### src/rtl/ex_muldiv_unit_if.sv
// Request/result bundle between the EX stage and its multiply/divide engine.
interface ex_muldiv_unit_if #(
  parameter int unsigned WIDTH = 32
);
  logic             start_i;
  logic [1:0]       op_i;
  logic [WIDTH-1:0] src_a_i;
  logic [WIDTH-1:0] src_b_i;
  logic             cancel_i;
  logic             stallreq_o;
  logic             done_o;
  logic [WIDTH-1:0] hi_o;
  logic [WIDTH-1:0] lo_o;
  logic             div_by_zero_o;

  // EX stage side: issues operations, consumes results
  modport master (
    output start_i, op_i, src_a_i, src_b_i, cancel_i,
    input  stallreq_o, done_o, hi_o, lo_o, div_by_zero_o
  );

  // Engine side
  modport slave (
    input  start_i, op_i, src_a_i, src_b_i, cancel_i,
    output stallreq_o, done_o, hi_o, lo_o, div_by_zero_o
  );
endinterface

### src/rtl/ex_muldiv_unit.sv
// Iterative MIPS MULT/MULTU/DIV/DIVU engine for the EX stage.
// One result bit per cycle on a shared 2*WIDTH accumulator; operands are
// handled as magnitudes and the sign is restored when the result is loaded.
module ex_muldiv_unit #(
  parameter int unsigned WIDTH = 32
) (
  input logic             clk,
  input logic             rst,
  ex_muldiv_unit_if.slave bus
);

  localparam int unsigned CW = $clog2(WIDTH) + 1;

  typedef enum logic [1:0] {
    IDLE,
    CALC,
    DONE
  } state_t;

  state_t state, state_nxt;

  logic [CW-1:0]        cnt;
  logic [2*WIDTH-1:0]   acc;
  logic [2*WIDTH-1:0]   acc_step;
  logic [WIDTH-1:0]     opb;
  logic                 is_div;
  logic                 is_signed;
  logic                 neg_res;
  logic                 neg_rem;
  logic                 dbz;
  logic [WIDTH-1:0]     hi_q;
  logic [WIDTH-1:0]     lo_q;

  logic                 in_signed;
  logic                 a_neg;
  logic                 b_neg;
  logic [WIDTH-1:0]     a_abs;
  logic [WIDTH-1:0]     b_abs;
  logic                 zero_div;
  logic                 accept;
  logic                 last_iter;

  logic [WIDTH:0]       mul_sum;
  logic [WIDTH:0]       div_shift;
  logic [WIDTH:0]       div_diff;
  logic [2*WIDTH-1:0]   prod_fix;
  logic [WIDTH-1:0]     quo_fix;
  logic [WIDTH-1:0]     rem_fix;
  logic [WIDTH-1:0]     res_hi;
  logic [WIDTH-1:0]     res_lo;

  // Operand conditioning: magnitudes and sign bits for the signed ops
  always_comb begin
    in_signed = ~bus.op_i[0];
    a_neg     = in_signed & bus.src_a_i[WIDTH-1];
    b_neg     = in_signed & bus.src_b_i[WIDTH-1];
    a_abs     = a_neg ? (WIDTH'(0) - bus.src_a_i) : bus.src_a_i;
    b_abs     = b_neg ? (WIDTH'(0) - bus.src_b_i) : bus.src_b_i;
    zero_div  = bus.op_i[1] & (bus.src_b_i == '0);
  end

  // State register
  always_ff @(posedge clk) begin
    if (rst) begin
      state <= IDLE;
    end else begin
      state <= state_nxt;
    end
  end

  // Next-state decode; cancel wins over the final iteration
  always_comb begin
    state_nxt = state;
    accept    = 1'b0;
    last_iter = 1'b0;
    unique case (state)
      IDLE: begin
        if (bus.start_i && !bus.cancel_i) begin
          accept    = 1'b1;
          state_nxt = zero_div ? DONE : CALC;
        end
      end
      CALC: begin
        if (bus.cancel_i) begin
          state_nxt = IDLE;
        end else if (cnt == CW'(1)) begin
          last_iter = 1'b1;
          state_nxt = DONE;
        end
      end
      DONE:    state_nxt = IDLE;
      default: state_nxt = IDLE;
    endcase
  end

  // One iteration of shift-add multiply or restoring divide.
  // Mult: acc = {partial product, remaining multiplier bits}, shifts right.
  // Div:  acc = {partial remainder, dividend/quotient bits}, shifts left.
  always_comb begin
    mul_sum   = {1'b0, acc[2*WIDTH-1:WIDTH]} + (acc[0] ? {1'b0, opb} : '0);
    div_shift = {acc[2*WIDTH-1:WIDTH], acc[WIDTH-1]};
    div_diff  = div_shift - {1'b0, opb};
    if (is_div) begin
      if (!div_diff[WIDTH]) begin
        acc_step = {div_diff[WIDTH-1:0], acc[WIDTH-2:0], 1'b1};
      end else begin
        acc_step = {div_shift[WIDTH-1:0], acc[WIDTH-2:0], 1'b0};
      end
    end else begin
      acc_step = {mul_sum, acc[WIDTH-1:1]};
    end
  end

  // Sign restoration of the final iteration's result (wraps modulo 2^WIDTH)
  always_comb begin
    prod_fix = (is_signed && neg_res) ? ((2*WIDTH)'(0) - acc_step) : acc_step;
    quo_fix  = (is_signed && neg_res) ? (WIDTH'(0) - acc_step[WIDTH-1:0])
                                      : acc_step[WIDTH-1:0];
    rem_fix  = (is_signed && neg_rem) ? (WIDTH'(0) - acc_step[2*WIDTH-1:WIDTH])
                                      : acc_step[2*WIDTH-1:WIDTH];
    if (is_div) begin
      res_hi = rem_fix;
      res_lo = quo_fix;
    end else begin
      res_hi = prod_fix[2*WIDTH-1:WIDTH];
      res_lo = prod_fix[WIDTH-1:0];
    end
  end

  // Datapath: capture at start, iterate in CALC, load hi/lo on completion
  always_ff @(posedge clk) begin
    if (rst) begin
      cnt       <= '0;
      acc       <= '0;
      opb       <= '0;
      is_div    <= 1'b0;
      is_signed <= 1'b0;
      neg_res   <= 1'b0;
      neg_rem   <= 1'b0;
      dbz       <= 1'b0;
      hi_q      <= '0;
      lo_q      <= '0;
    end else if (accept) begin
      is_div    <= bus.op_i[1];
      is_signed <= in_signed;
      neg_res   <= a_neg ^ b_neg;
      neg_rem   <= a_neg;
      acc       <= {{WIDTH{1'b0}}, a_abs};
      opb       <= b_abs;
      cnt       <= CW'(WIDTH);
      dbz       <= zero_div;
      if (zero_div) begin
        hi_q <= bus.src_a_i;
        lo_q <= '1;
      end
    end else if (state == CALC && !bus.cancel_i) begin
      acc <= acc_step;
      cnt <= cnt - CW'(1);
      if (last_iter) begin
        hi_q <= res_hi;
        lo_q <= res_lo;
      end
    end
  end

  assign bus.stallreq_o    = ((state == IDLE) && bus.start_i) || (state == CALC);
  assign bus.done_o        = (state == DONE);
  assign bus.div_by_zero_o = (state == DONE) && dbz;
  assign bus.hi_o          = hi_q;
  assign bus.lo_o          = lo_q;

endmodule

### src/flat_wrapper.sv
// flat-port wrapper written by rule: the top's interface ports become plain ports
module ex_muldiv_unit_flat 
#(
  parameter int unsigned WIDTH = 32
)
  (clk, rst, bus_start_i, bus_op_i, bus_src_a_i, bus_src_b_i, bus_cancel_i, bus_stallreq_o, bus_done_o, bus_hi_o, bus_lo_o, bus_div_by_zero_o);
  ex_muldiv_unit_if #(.WIDTH(WIDTH)) bus_i ();
  input logic clk;
  input logic rst;
  input wire logic [$bits(bus_i.start_i)-1:0] bus_start_i;
  input wire logic [$bits(bus_i.op_i)-1:0] bus_op_i;
  input wire logic [$bits(bus_i.src_a_i)-1:0] bus_src_a_i;
  input wire logic [$bits(bus_i.src_b_i)-1:0] bus_src_b_i;
  input wire logic [$bits(bus_i.cancel_i)-1:0] bus_cancel_i;
  output wire logic [$bits(bus_i.stallreq_o)-1:0] bus_stallreq_o;
  output wire logic [$bits(bus_i.done_o)-1:0] bus_done_o;
  output wire logic [$bits(bus_i.hi_o)-1:0] bus_hi_o;
  output wire logic [$bits(bus_i.lo_o)-1:0] bus_lo_o;
  output wire logic [$bits(bus_i.div_by_zero_o)-1:0] bus_div_by_zero_o;
  assign bus_i.start_i = bus_start_i;
  assign bus_i.op_i = bus_op_i;
  assign bus_i.src_a_i = bus_src_a_i;
  assign bus_i.src_b_i = bus_src_b_i;
  assign bus_i.cancel_i = bus_cancel_i;
  assign bus_stallreq_o = bus_i.stallreq_o;
  assign bus_done_o = bus_i.done_o;
  assign bus_hi_o = bus_i.hi_o;
  assign bus_lo_o = bus_i.lo_o;
  assign bus_div_by_zero_o = bus_i.div_by_zero_o;
  ex_muldiv_unit #(.WIDTH(WIDTH)) u_core (.clk(clk), .rst(rst), .bus(bus_i));
endmodule
### config.mk
export PLATFORM = sky130hd
export DESIGN_NAME = ex_muldiv_unit_flat
export DESIGN_NICKNAME = d
export VERILOG_FILES = /design/src/rtl/ex_muldiv_unit_if.sv /design/src/rtl/ex_muldiv_unit.sv /design/src/flat_wrapper.sv
export SDC_FILE = /design/constraint.sdc
export NUM_CORES = 1
export LEC_CHECK = 0
export ABC_CLOCK_PERIOD_IN_PS = 12880
export CAP_MARGIN = 20
export CORE_MARGIN = 2
export CORE_UTILIZATION = 40
export CTS_BUF_LIST = sky130_fd_sc_hd__clkbuf_8
export CTS_CLUSTER_DIAMETER = 100
export CTS_CLUSTER_SIZE = 12
export DETAILED_ROUTE_END_ITERATION = 10
export DONT_BUFFER_PORTS = 1
export SYNTH_ARGS = -nofsm -noshare
export SYNTH_HDL_FRONTEND = slang
export SYNTH_SLANG_ARGS = --single-unit
### constraint.sdc
create_clock -name clk -period 12.88 [get_ports clk]
set_input_delay 0.644 -clock clk [delete_from_list [all_inputs] [get_ports clk]]
set_output_delay 0.644 -clock clk [all_outputs]
set_load 0.05 [all_outputs]
==> reports/metrics.yaml, run 1 <==
r2r_start: "u_core.opb[7]$_SDFFE_PP0P_"
synth_seq_cells: 173
syn_to_final_growth_pct: 4.38
port_buffers: 0
reg2reg_slack_ns: 6.62
cts_hold_buf: 0
overflow: 0
holdPathStages: 1
crit_top_cell: "a21oi_1"
place_hpwl_microns: 39800
drv_slew: 0
synth_top_area_share_pct: 23.4
synth.area.top_cells: "dfxtp_1 (23%), a21oi_1 (7.1%), ha_1 (5.9%)"
crit_fanout: 15
ys_seq_area_share_pct: 23.4
synthCells: 2035
hold_path_class: "input port to flop"
ys_top_cells_by_count: "nor2_1 (226), nand2_1 (219), a21oi_1 (210)"
tritoncts: "yes"
max-cap-violations: 0
critPathSlowestCell: "nor4_1"
use_met3_pct: 5.37
ctsResizeCount: 0
rsz0062_at_grt: "false"
required_ns: 13.29
max_slew_margin_pct: 23.7
path_cells: "inv_1 -> ha_1 -> a21oi_1 -> a211oi_1 -> nand2_1 -> a2111oi_4 -> o21a_2 -> nor3_2 -> nor2_1 -> ha_1 -> o221ai_1 -> nor4_1 -> and3_1 -> a21oi_1 -> nor2_1 -> a21oi_1 -> a2bb2oi_1 -> nor4_1 -> a21oi_1 -> xor2_1 -> nor2_1 -> o41ai_1"
max_freq_ghz: 0.160
clk_pin_slew_ns: 0.11
start_kind: "flop"
fin_setup_tns_ns: 0
core_area_sq_mm: 0.0365
syn_area_sq_mm: 0.0148
r2r_cells: 22
grt_usage_pct: 26.8
post-route-drc-count: 0
finalClockSkew_ns: 0.0173
grt_max_degree: 132
h-tree-depth: 4
met1_usage_pct: 36.7
die_w_microns: 197
post_cts_buffers: 0
slowest_delay_ns: 0.65
status: "finished clean"
async_reset_ff_share_pct: 0
power_density_mw_per_mm2: 88.0
grt_pass1_wl_microns: 80900
io_pins: 137
grt_busiest_layer: "met2"
detail-route-antenna-nets: 0
drt_iter0_drc: 1391
grt_pass1_vias: 13800
cts_max_path_buffers: 2
clock_latency_ns: 0.52
rows: 70
fin_cells: 2431
ir_worst_vdd_mv: 0.0687
synth.most_common_cell: "nor2_1"
multi_input_area_sq_mm: 0.0106
fin_nets: 2091
min_to: "u_core.is_div$_SDFFE_PP0P_"
grt_use_met2_pct: 42.1
fillers: 3751
report.final.hold_viol_count: 0
critical_path_arrival_ns: 6.68
place_inst: 2398
critPathKind: "flop to flop"
drive_above_1_share_pct: 5.40
die-area_sq_mm: 0.0386
ys.flop_type: "dfxtp_1"
ys_types: 90
place_congestion: 0.955
p_leak_nw: 5.74
worstHoldStart: "rst"
ys_warn_count: 0
yosys.area.top_type: "dfxtp_1"
r2r-end: "u_core.bus.hi_o[18]$_SDFFE_PP0P_"
wirelength_microns: 52900
via_per_inst: 6.20
antenna_found_initial: 0
start_util_pct: 40.6
endpoint_kind: "flop"
syn_area_per_cell_sq_um: 7.29
clk_root_buffer_cell: "clkbuf_8"
fp.dieH_microns: 197
cts_buffers: 17
cts.sinks: 173
setup-violations-final: 0
fin_crit_sh_pct: 48.6
routedWlPerCell_microns: 21.8
vias: 15100
synth_edf_count: 0
firstDrtPassIters: 5
synth_fp_nets: 2177
tightest_slew_ns: 1.15
final-seq-area_sq_mm: 0.00347
final.min_clock_period_ns: 6.26
## worst max-delay path, delay by kind of cell, from the launching register on
kind,cells,cell delay (ns)
and+or+nand+nor,8,2.38
AOI/OAI and AO/OA,10,2.49
buffers and inverters,1,0.05
xor gates and xnor gates,1,0.15
adders and majority gates,2,0.70
DFF,1,0.37
## cells by family after synthesis
kind of cell             after synthesis  share of synthesized area (%)
adder cells (fa/ha/maj)               72                           6.18
buffers and inverters                190                           5.18
AO/OA/AOI/OAI                        632                           28.1
XOR/XNOR                             161                           9.51
multiplexers                          51                           3.51
flip-flops                           173                           23.4
AND/OR/NAND/NOR                      756                           24.1
## area by class of cell
class	instances	area share, %
inverter	65	1.58
tap	468	3.78
timing repair buffer	20	0.970
multi-input combinational	1672	68.7
antenna	1	0.0162
sequential	173	22.4
clock inverter	15	1.06
clock buffer	17	1.51
## layout by cell type, fill, tap and decap left out, drive strengths merged, types with 71 or more instances in the layout
cell type and n:
a21oi 210, inv 71, nor2 228, o21ai 87
a211oi 90, dfxtp 173, xor2 84, nor3 78
xnor2 77, nand2 220
## through the flow
step | hold slack (ns) | power, W | cell area [sq um] | util [%] | setup WS [ns]
floorplan | 0.440 | 0.000858 | 14800 | - | 7.89
global placement | 0.452 | 0.000947 | 15100 | 41.3 | 7.05
detailed placement | 0.463 | 0.000949 | 15100 | 41.3 | 6.78
CTS | 0.169 | 0.00136 | 15500 | 42.4 | 6.74
global route | 0.146 | 0.00142 | 15500 | 42.4 | 6.10
finish | 0.189 | 0.00136 | 15500 | 42.4 | 6.62
## worst max path at each step
stage                                       endpoint  slack [ns]  cells past startpoint                         from
CTS                 u_core.bus.hi_o[18]$_SDFFE_PP0P_        6.74                     22   u_core.opb[7]$_SDFFE_PP0P_
global route        u_core.bus.hi_o[18]$_SDFFE_PP0P_        6.10                     22   u_core.opb[7]$_SDFFE_PP0P_
floorplan           u_core.bus.hi_o[18]$_SDFFE_PP0P_        7.89                     25  u_core.acc[31]$_SDFFE_PP0P_
detailed placement  u_core.bus.hi_o[18]$_SDFFE_PP0P_        6.78                     22   u_core.opb[7]$_SDFFE_PP0P_
finish              u_core.bus.hi_o[18]$_SDFFE_PP0P_        6.62                     22   u_core.opb[7]$_SDFFE_PP0P_
global placement    u_core.bus.hi_o[18]$_SDFFE_PP0P_        7.05                     22   u_core.opb[7]$_SDFFE_PP0P_
## registers in the layout (all words and copies together), names as in the netlist
register and flops:
u_core.acc 64, u_core.bus.hi_o 32, u_core.bus.lo_o 32, u_core.cnt 6, u_core.dbz 1, u_core.is_div 1
u_core.is_signed 1, u_core.neg_rem 1, u_core.neg_res 1, u_core.opb 32, u_core.state 2
## metal layers
metal / vias up / part of all wire (%)
met1: 7133 / 45
met2: 614 / 44
li1: 7236 / -
met3: 86 / 7.9
met4: 0 / 3.2
met5: - / 0
## power breakdown
| group | total, W | leakage, nW | switching (W) | internal (W) |
|---|---|---|---|---|
| registers | 0.000569 | 1.40 | 0.0000189 | 0.000550 |
| logic | 0.000379 | 4.13 | 0.000251 | 0.000128 |
| clock network | 0.000415 | 0.207 | 0.000239 | 0.000176 |
| total | 0.00136 | 5.74 | 0.000508 | 0.000854 |
No activity file was read; power rests on OpenSTA's default activity.
==> inputs of run 2 (changes only) <==
ABC_CLOCK_PERIOD_IN_PS = 5900   (was 12880)
clock period = 5.9 ns   (was 12.88 ns; I/O delays follow)
==> run 2 against run 1 <==
Net effect:
- non-clock buffer count up 50
- clock power up 120%
- die area stayed put
- sequential share of layout area shrank 0.68 points
- combinational power is 130% higher
==> reports/metrics.yaml, run 2 (same netlist as run 1, synthesis figures left out) <==
via_per_inst: 6.12  # was 6.20
fin_crit_sh_pct: 91.3  # was 48.6%
report.final.hold_viol_count: 0  # unchanged
die-area_sq_mm: 0.0386  # unchanged
io_pins: 137  # unchanged
grt_pass1_wl_microns: 82300  # was 80,900 microns
status: "finished clean"  # unchanged
hold_path_class: "input port to flop"  # unchanged
clock_latency_ns: 0.52  # about the same
detail-route-antenna-nets: 0  # unchanged
grt_usage_pct: 27.2  # was 26.8%
drive_above_1_share_pct: 6.71  # was 5.40%
power_density_mw_per_mm2: 191  # was 88.0 mW/mm^2
syn_to_final_growth_pct: 7.65  # was 4.38%
max_freq_ghz: 0.186  # was 0.160 GHz
vias: 15200  # was 15,100
rows: 70  # unchanged
post-route-drc-count: 0  # unchanged
overflow: 0  # unchanged
critPathKind: "flop to flop"  # unchanged
fin_cells: 2480  # was 2,431
whs_ns: 0.0114  # was 0.189 ns
p_leak_nw: 5.98  # was 5.74 nW
max-cap-violations: 0  # unchanged
final.min_clock_period_ns: 5.39  # was 6.26 ns
place_congestion: 0.935  # was 0.955
start_util_pct: 40.6  # unchanged
crit_fanout: 4  # was 15
clk_pin_slew_ns: 0.11  # about the same
firstDrtPassIters: 5  # unchanged
largest_reg_flops: 64  # unchanged
grt_pass1_vias: 14000  # was 13,800
fin_ws_ns: 0.514  # was 6.62 ns
cts_max_path_buffers: 2  # unchanged
finalClockSkew_ns: 0.0240  # was 0.0173 ns
die_w_microns: 197  # unchanged
required_ns: 6.33  # was 13.29 ns
ir_worst_vdd_mv: 0.152  # was 0.0687 mV
total_power_w: 0.00305  # was 0.00136 W
final_common_cell: "nor2_1"  # unchanged
fin_nets: 2141  # was 2,091
critical_path_arrival_ns: 5.82  # was 6.68 ns
dp_slack_ns: 0.361  # was 6.78 ns
cts_buffers: 17  # unchanged
antenna_found_initial: 1  # was 0
grt_max_degree: 128  # was 132
layout_common_cells: "nor2_1 (223), nand2_1 (218), a21oi_1 (210), dfxtp_1 (172), a211oi_1 (88)"  # unchanged
h-tree-depth: 4  # unchanged
rsz0062_at_grt: "false"  # unchanged
endpoint_kind: "flop"  # unchanged
tritoncts: "yes"  # unchanged
clk_root_buffer_cell: "clkbuf_8"  # unchanged
core_area_sq_mm: 0.0365  # unchanged
cts.sinks: 173  # unchanged
start_kind: "flop"  # unchanged
largest-register: "u_core.acc"  # unchanged
tightest_slew_ns: 1.01  # was 1.15 ns
place_inst: 2422  # was 2,398
max_slew_margin_pct: 32.4  # was 23.7%
wirelength_microns: 53300  # was 52,900 microns
place_hpwl_microns: 40200  # was 39,800 microns
drt_iter0_drc: 1414  # was 1,391
drv_slew: 0  # unchanged
port_buffers: 0  # unchanged
fin_setup_tns_ns: 0  # unchanged
setup-violations-final: 0  # unchanged
routedWlPerCell_microns: 21.5  # was 21.8 microns
fp.dieH_microns: 197  # unchanged
[run 2: cell types whose count changed in the layout (fill, tap and decap cells not counted)]
cell | before | now
buf_4 | 20 | 45
dlygate4sd3_1 | 0 | 24
clkbuf_8 | 17 | 20
nor4_1 | 20 | 18
nor4_2 | 0 | 2
a22oi_1 | 5 | 4
a22oi_2 | 0 | 1
buf_16 | 0 | 1
clkinv_2 | 1 | 0
clkinv_4 | 4 | 3
clkinvlp_4 | 1 | 2
inv_1 | 66 | 65
inv_6 | 3 | 2
inv_8 | 2 | 1
[run 2: worst max-delay path: stages, from the launching register on]
cell	delay [ns]
dfxtp_1	0.35
inv_1	0.08
ha_1	0.16
inv_1	0.05
fa_1	0.43
a211oi_1	0.42
o211ai_1	0.15
nand2_1	0.21
a2111oi_4	0.14
buf_4	0.17
nor3_2	0.20
nor3_2	0.10
nor2_1	0.15
ha_1	0.22
o221ai_1	0.21
nor4_2	0.36
and3_1	0.26
a21oi_1	0.10
nor2_1	0.23
a21oi_1	0.17
a2bb2oi_1	0.19
nor4_2	0.28
a21oi_1	0.15
xor2_1	0.16
nor2_1	0.06
o41ai_1	0.30
[run 2: per-layer routing]
metal | vias to the layer above | share of wire, % | global-route usage, %
met5 | - | 0 | 0
met4 | 0 | 3.1 | 9.40
met3 | 89 | 7.1 | 4.84
met2 | 570 | 45 | 43.2
met1 | 7198 | 45 | 37.1
li1 | 7319 | - | -
[run 2: final timing paths]
kind	from	to	slack (ns)	cells after the start
worst max-delay path	u_core.acc[31]$_SDFFE_PP0P_	u_core.bus.hi_o[18]$_SDFFE_PP0P_	0.51	25
worst min-delay path	bus_src_a_i[17]	u_core.bus.hi_o[17]$_SDFFE_PP0P_	0.01	2
worst max register to register	u_core.acc[31]$_SDFFE_PP0P_	u_core.bus.hi_o[18]$_SDFFE_PP0P_	0.51	25
worst min register to register	u_core.acc[23]$_SDFFE_PP0P_	u_core.acc[23]$_SDFFE_PP0P_	0.49	2
[run 2: per-stage QoR]
step	area [sq um]	util [%]
after global routing	16000	43.7
after CTS	15900	43.6
after detailed placement	15300	41.8
after global placement	15300	41.8
final	16000	43.7
after floorplan	14800	-
[run 2: cell type report]
class                   count  area (sq um)
inverters                  65           244
diodes                      1          2.50
clock buffers              20           275
repair buffers             70           606
clock inverters            11           134
well taps                 468           586
multi-input cells        1672         10600
fillers                  3742         20600
flip-flops and latches    173          3470
[run 2: repair_timing]
| item | CTS | global route |
|---|---|---|
| endpoints found under the setup margin | 0 | 5 |
| gates resized for setup | 0 | 3 |
| buffers inserted | 0 | 1 |
| hold buffers | 25 | 0 |
| hold endpoints to repair | 129 | 0 |
[run 2: power breakdown]
group,switching (W),internal (W),leakage [nW],total [W]
sequential,0.0000468,0.00120,1.40,0.00125
clock,0.000511,0.000414,0.205,0.000925
combinational,0.000569,0.000313,4.37,0.000881
total,0.00113,0.00193,5.98,0.00305
==> inputs of run 3 (changes only) <==
ABC_AREA = 1   (was default)
==> run 3 against run 2 <==
Net effect:
- first-iteration DRC count grew 82%
- count of clock-buffer cells in the layout is 3 lower
- clock skew grew 0.0031 ns
- wire length rose by 43%
- utilization decreased by 0.14 points
- clock power up 3.4%
- sequential power barely moved
- hold slack improved by 0.024 ns
- global-route usage up 6.7 points
- critical path type unchanged
- largest cell class unchanged
==> reports/metrics.yaml, run 3 <==
clk_root_buffer_cell: "clkbuf_8"  # unchanged
synth.area.top_cells: "dfxtp_1 (20%), nand2_1 (18%), inv_1 (10%)"  # was dfxtp_1 (23%), a21oi_1 (7.1%), ha_1 (5.9%)
ys.flop_type: "dfxtp_1"  # unchanged
routedWlPerCell_microns: 21.4  # was 21.5 microns
fin_crit_sh_pct: 89.5  # was 91.3%
max-cap-violations: 0  # unchanged
grt_pass1_wl_microns: 114000  # was 82,300 microns
ys_types: 61  # was 90
tightest_slew_ns: 1.24  # was 1.01 ns
wirelength_microns: 76100  # was 53,300 microns
layout_common_cells: "nand2_1 (823), inv_1 (472), nor2_1 (273), nand3_1 (234), o21ai_0 (234)"  # was nor2_1 (223), nand2_1 (218), a21oi_1 (210), dfxtp_1 (172), a211oi_1 (88)
largest-register: "u_core.acc"  # unchanged
rsz0062_at_grt: "false"  # unchanged
final.min_clock_period_ns: 5.28  # was 5.39 ns
rows: 75  # was 70
cts_max_path_buffers: 2  # unchanged
grt_pass1_vias: 18500  # was 14,000
finalClockSkew_ns: 0.0271  # was 0.0240 ns
clock_latency_ns: 0.55  # was 0.52 ns
reg2reg_slack_ns: 0.62  # was 0.51 ns
drv_slew: 0  # unchanged
ctsResizeCount: 0  # unchanged
syn_to_final_growth_pct: 7.14  # was 7.65%
core_area_sq_mm: 0.0421  # was 0.0365 sq mm
post_cts_buffers: 0  # unchanged
cts_hold_buf: 35  # was 25
p_leak_nw: 9.21  # was 5.98 nW
drt_iter0_drc: 2567  # was 1,414
worstHoldStart: "bus_src_a_i[19]"  # was bus_src_a_i[17]
firstDrtPassIters: 6  # was 5
r2r-end: "u_core.bus.hi_o[4]$_SDFFE_PP0P_"  # was u_core.bus.hi_o[18]$_SDFFE_PP0P_
ys_warn_count: 0  # unchanged
status: "finished clean"  # unchanged
vias: 20300  # was 15,200
ir_worst_vdd_mv: 0.192  # was 0.152 mV
num_antenna_cells: 0  # was 1
tritoncts: "yes"  # unchanged
drive_above_1_share_pct: 5.31  # was 6.71%
die_w_microns: 211  # was 197 microns
via_per_inst: 5.73  # was 6.12
ys_seq_area_share_pct: 20.2  # was 23.4%
max_freq_ghz: 0.189  # was 0.186 GHz
h-tree-depth: 4  # unchanged
largest_reg_flops: 64  # unchanged
ys_top_cells_by_count: "nand2_1 (825), inv_1 (473), nor2_1 (275)"  # was nor2_1 (226), nand2_1 (219), a21oi_1 (210)
synthCells: 3024  # was 2,035
place_congestion: 1.03  # was 0.935
synth_fp_nets: 3166  # was 2,177
slowest_delay_ns: 0.43  # about the same
synth_top_area_share_pct: 20.2  # was 23.4%
critical_path_arrival_ns: 5.70  # was 5.82 ns
syn_area_per_cell_sq_um: 5.66  # was 7.29 sq um
r2r_cells: 31  # was 25
overflow: 0  # unchanged
critPathSlowestCell: "fa_1"  # unchanged
antenna_found_initial: 3  # was 1
power_density_mw_per_mm2: 209  # was 191 mW/mm^2
detail-route-antenna-nets: 0  # unchanged
place_hpwl_microns: 59800  # was 40,200 microns
fin_setup_tns_ns: 0  # unchanged
max_slew_margin_pct: 16.4  # was 32.4%
post-route-drc-count: 0  # unchanged
r2r_start: "u_core.acc[31]$_SDFFE_PP0P_"  # unchanged
cts_buffers: 17  # unchanged
whs_ns: 0.0354  # was 0.0114 ns
fin_nets: 3140  # was 2,141
fp.dieH_microns: 211  # was 197 microns
die-area_sq_mm: 0.0445  # was 0.0386 sq mm
holdPathStages: 4  # was 2
synth_edf_count: 0  # unchanged
fin_util_pct: 43.6  # was 43.7%
start_util_pct: 40.7  # was 40.6%
hold_path_class: "input port to flop"  # unchanged
required_ns: 6.32  # was 6.33 ns
report.final.hold_viol_count: 0  # unchanged
setup-violations-final: 0  # unchanged
cts.sinks: 173  # unchanged
endpoint_kind: "flop"  # unchanged
io_pins: 137  # unchanged
final_common_cell: "nand2_1"  # was nor2_1
min_to: "u_core.acc[19]$_SDFFE_PP0P_"  # was u_core.bus.hi_o[17]$_SDFFE_PP0P_
crit_fanout: 13  # was 4
grt_usage_pct: 33.9  # was 27.2%
yosys.area.top_type: "dfxtp_1"  # unchanged
crit_top_cell: "inv_1"
port_buffers: 0  # unchanged
syn_area_sq_mm: 0.0171  # was 0.0148 sq mm
synth.most_common_cell: "nand2_1"  # was nor2_1
clk_pin_slew_ns: 0.12  # was 0.11 ns
fillers: 4756  # was 3,742
grt_max_degree: 77  # was 128
synth_seq_cells: 173  # unchanged
critPathKind: "flop to flop"  # unchanged
start_kind: "flop"  # unchanged
async_reset_ff_share_pct: 0  # unchanged
-- run 3: layout make-up --
cell class,count,area (sq um),share of cell area (%)
multi-input combinational,2257,11400,62.0
sequential,173,3470,18.9
inverter,488,1830,9.98
tap,539,674,3.67
timing repair buffer,61,583,3.18
clock buffer,17,234,1.27
clock inverter,15,180,0.982
-- run 3: power by group --
group / total [W] / internal [W] / switching (W)
sequential: 0.00126 / 0.00121 / 0.0000459
combinational: 0.00162 / 0.000449 / 0.00117
clock: 0.000956 / 0.000392 / 0.000564
total: 0.00383 / 0.00205 / 0.00178
-- run 3: worst max-delay path by stage --
stage / from / end / cells after the start
final: u_core.acc[31]$_SDFFE_PP0P_ / u_core.bus.hi_o[4]$_SDFFE_PP0P_ / 31
after global routing: u_core.acc[31]$_SDFFE_PP0P_ / u_core.bus.hi_o[24]$_SDFFE_PP0P_ / 32
after CTS: u_core.acc[31]$_SDFFE_PP0P_ / u_core.bus.hi_o[4]$_SDFFE_PP0P_ / 31
after detailed placement: u_core.acc[31]$_SDFFE_PP0P_ / u_core.bus.hi_o[4]$_SDFFE_PP0P_ / 31
after global placement: u_core.acc[31]$_SDFFE_PP0P_ / u_core.bus.hi_o[4]$_SDFFE_PP0P_ / 31
after floorplan: u_core.acc[31]$_SDFFE_PP0P_ / u_core.bus.hi_o[4]$_SDFFE_PP0P_ / 31
-- run 3: cell families after synthesis --
| logic type | Yosys count | share of synthesized area, % |
|---|---|---|
| fa+ha+maj | 72 | 5.35 |
| flops | 173 | 20.2 |
| simple gates | 1549 | 39.3 |
| buf+inv | 594 | 13.4 |
| compound gates | 596 | 19.7 |
| xor+xnor | 40 | 2.05 |
-- run 3: worst max-delay path, delay by kind of cell, from the launching register on --
family                     cells  cell delay [ns]
buffers and inverters          5             0.57
AOI/OAI and AO/OA              4             0.47
DFF                            1             0.33
xor gates and xnor gates       1             0.15
adders and majority gates      3             0.80
and+or+nand+nor               18             2.81
-- run 3: metrics by stage --
stage / power [W] / cells / setup slack (ns) / instance area, sq um
after floorplan: 0.00236 / 3024 / 2.12 / 17100
after global placement: 0.00281 / 3482 / 1.03 / 17500
after detailed placement: 0.00281 / 3482 / 0.787 / 17500
after CTS: 0.00379 / 3549 / 0.716 / 18300
after global routing: 0.00404 / 3550 / 0.225 / 18400
final: 0.00383 / 3550 / 0.620 / 18400
-- run 3: per-layer routing --
layer / vias to the layer above / routed length [microns] / global-route usage [%]
li1: 9775 / - / -
met1: 9444 / 34700 / 49.7
met2: 996 / 31200 / 49.6
met3: 124 / 8210 / 7.40
met4: 8 / 1950 / 9.11
met5: - / 43 / 0
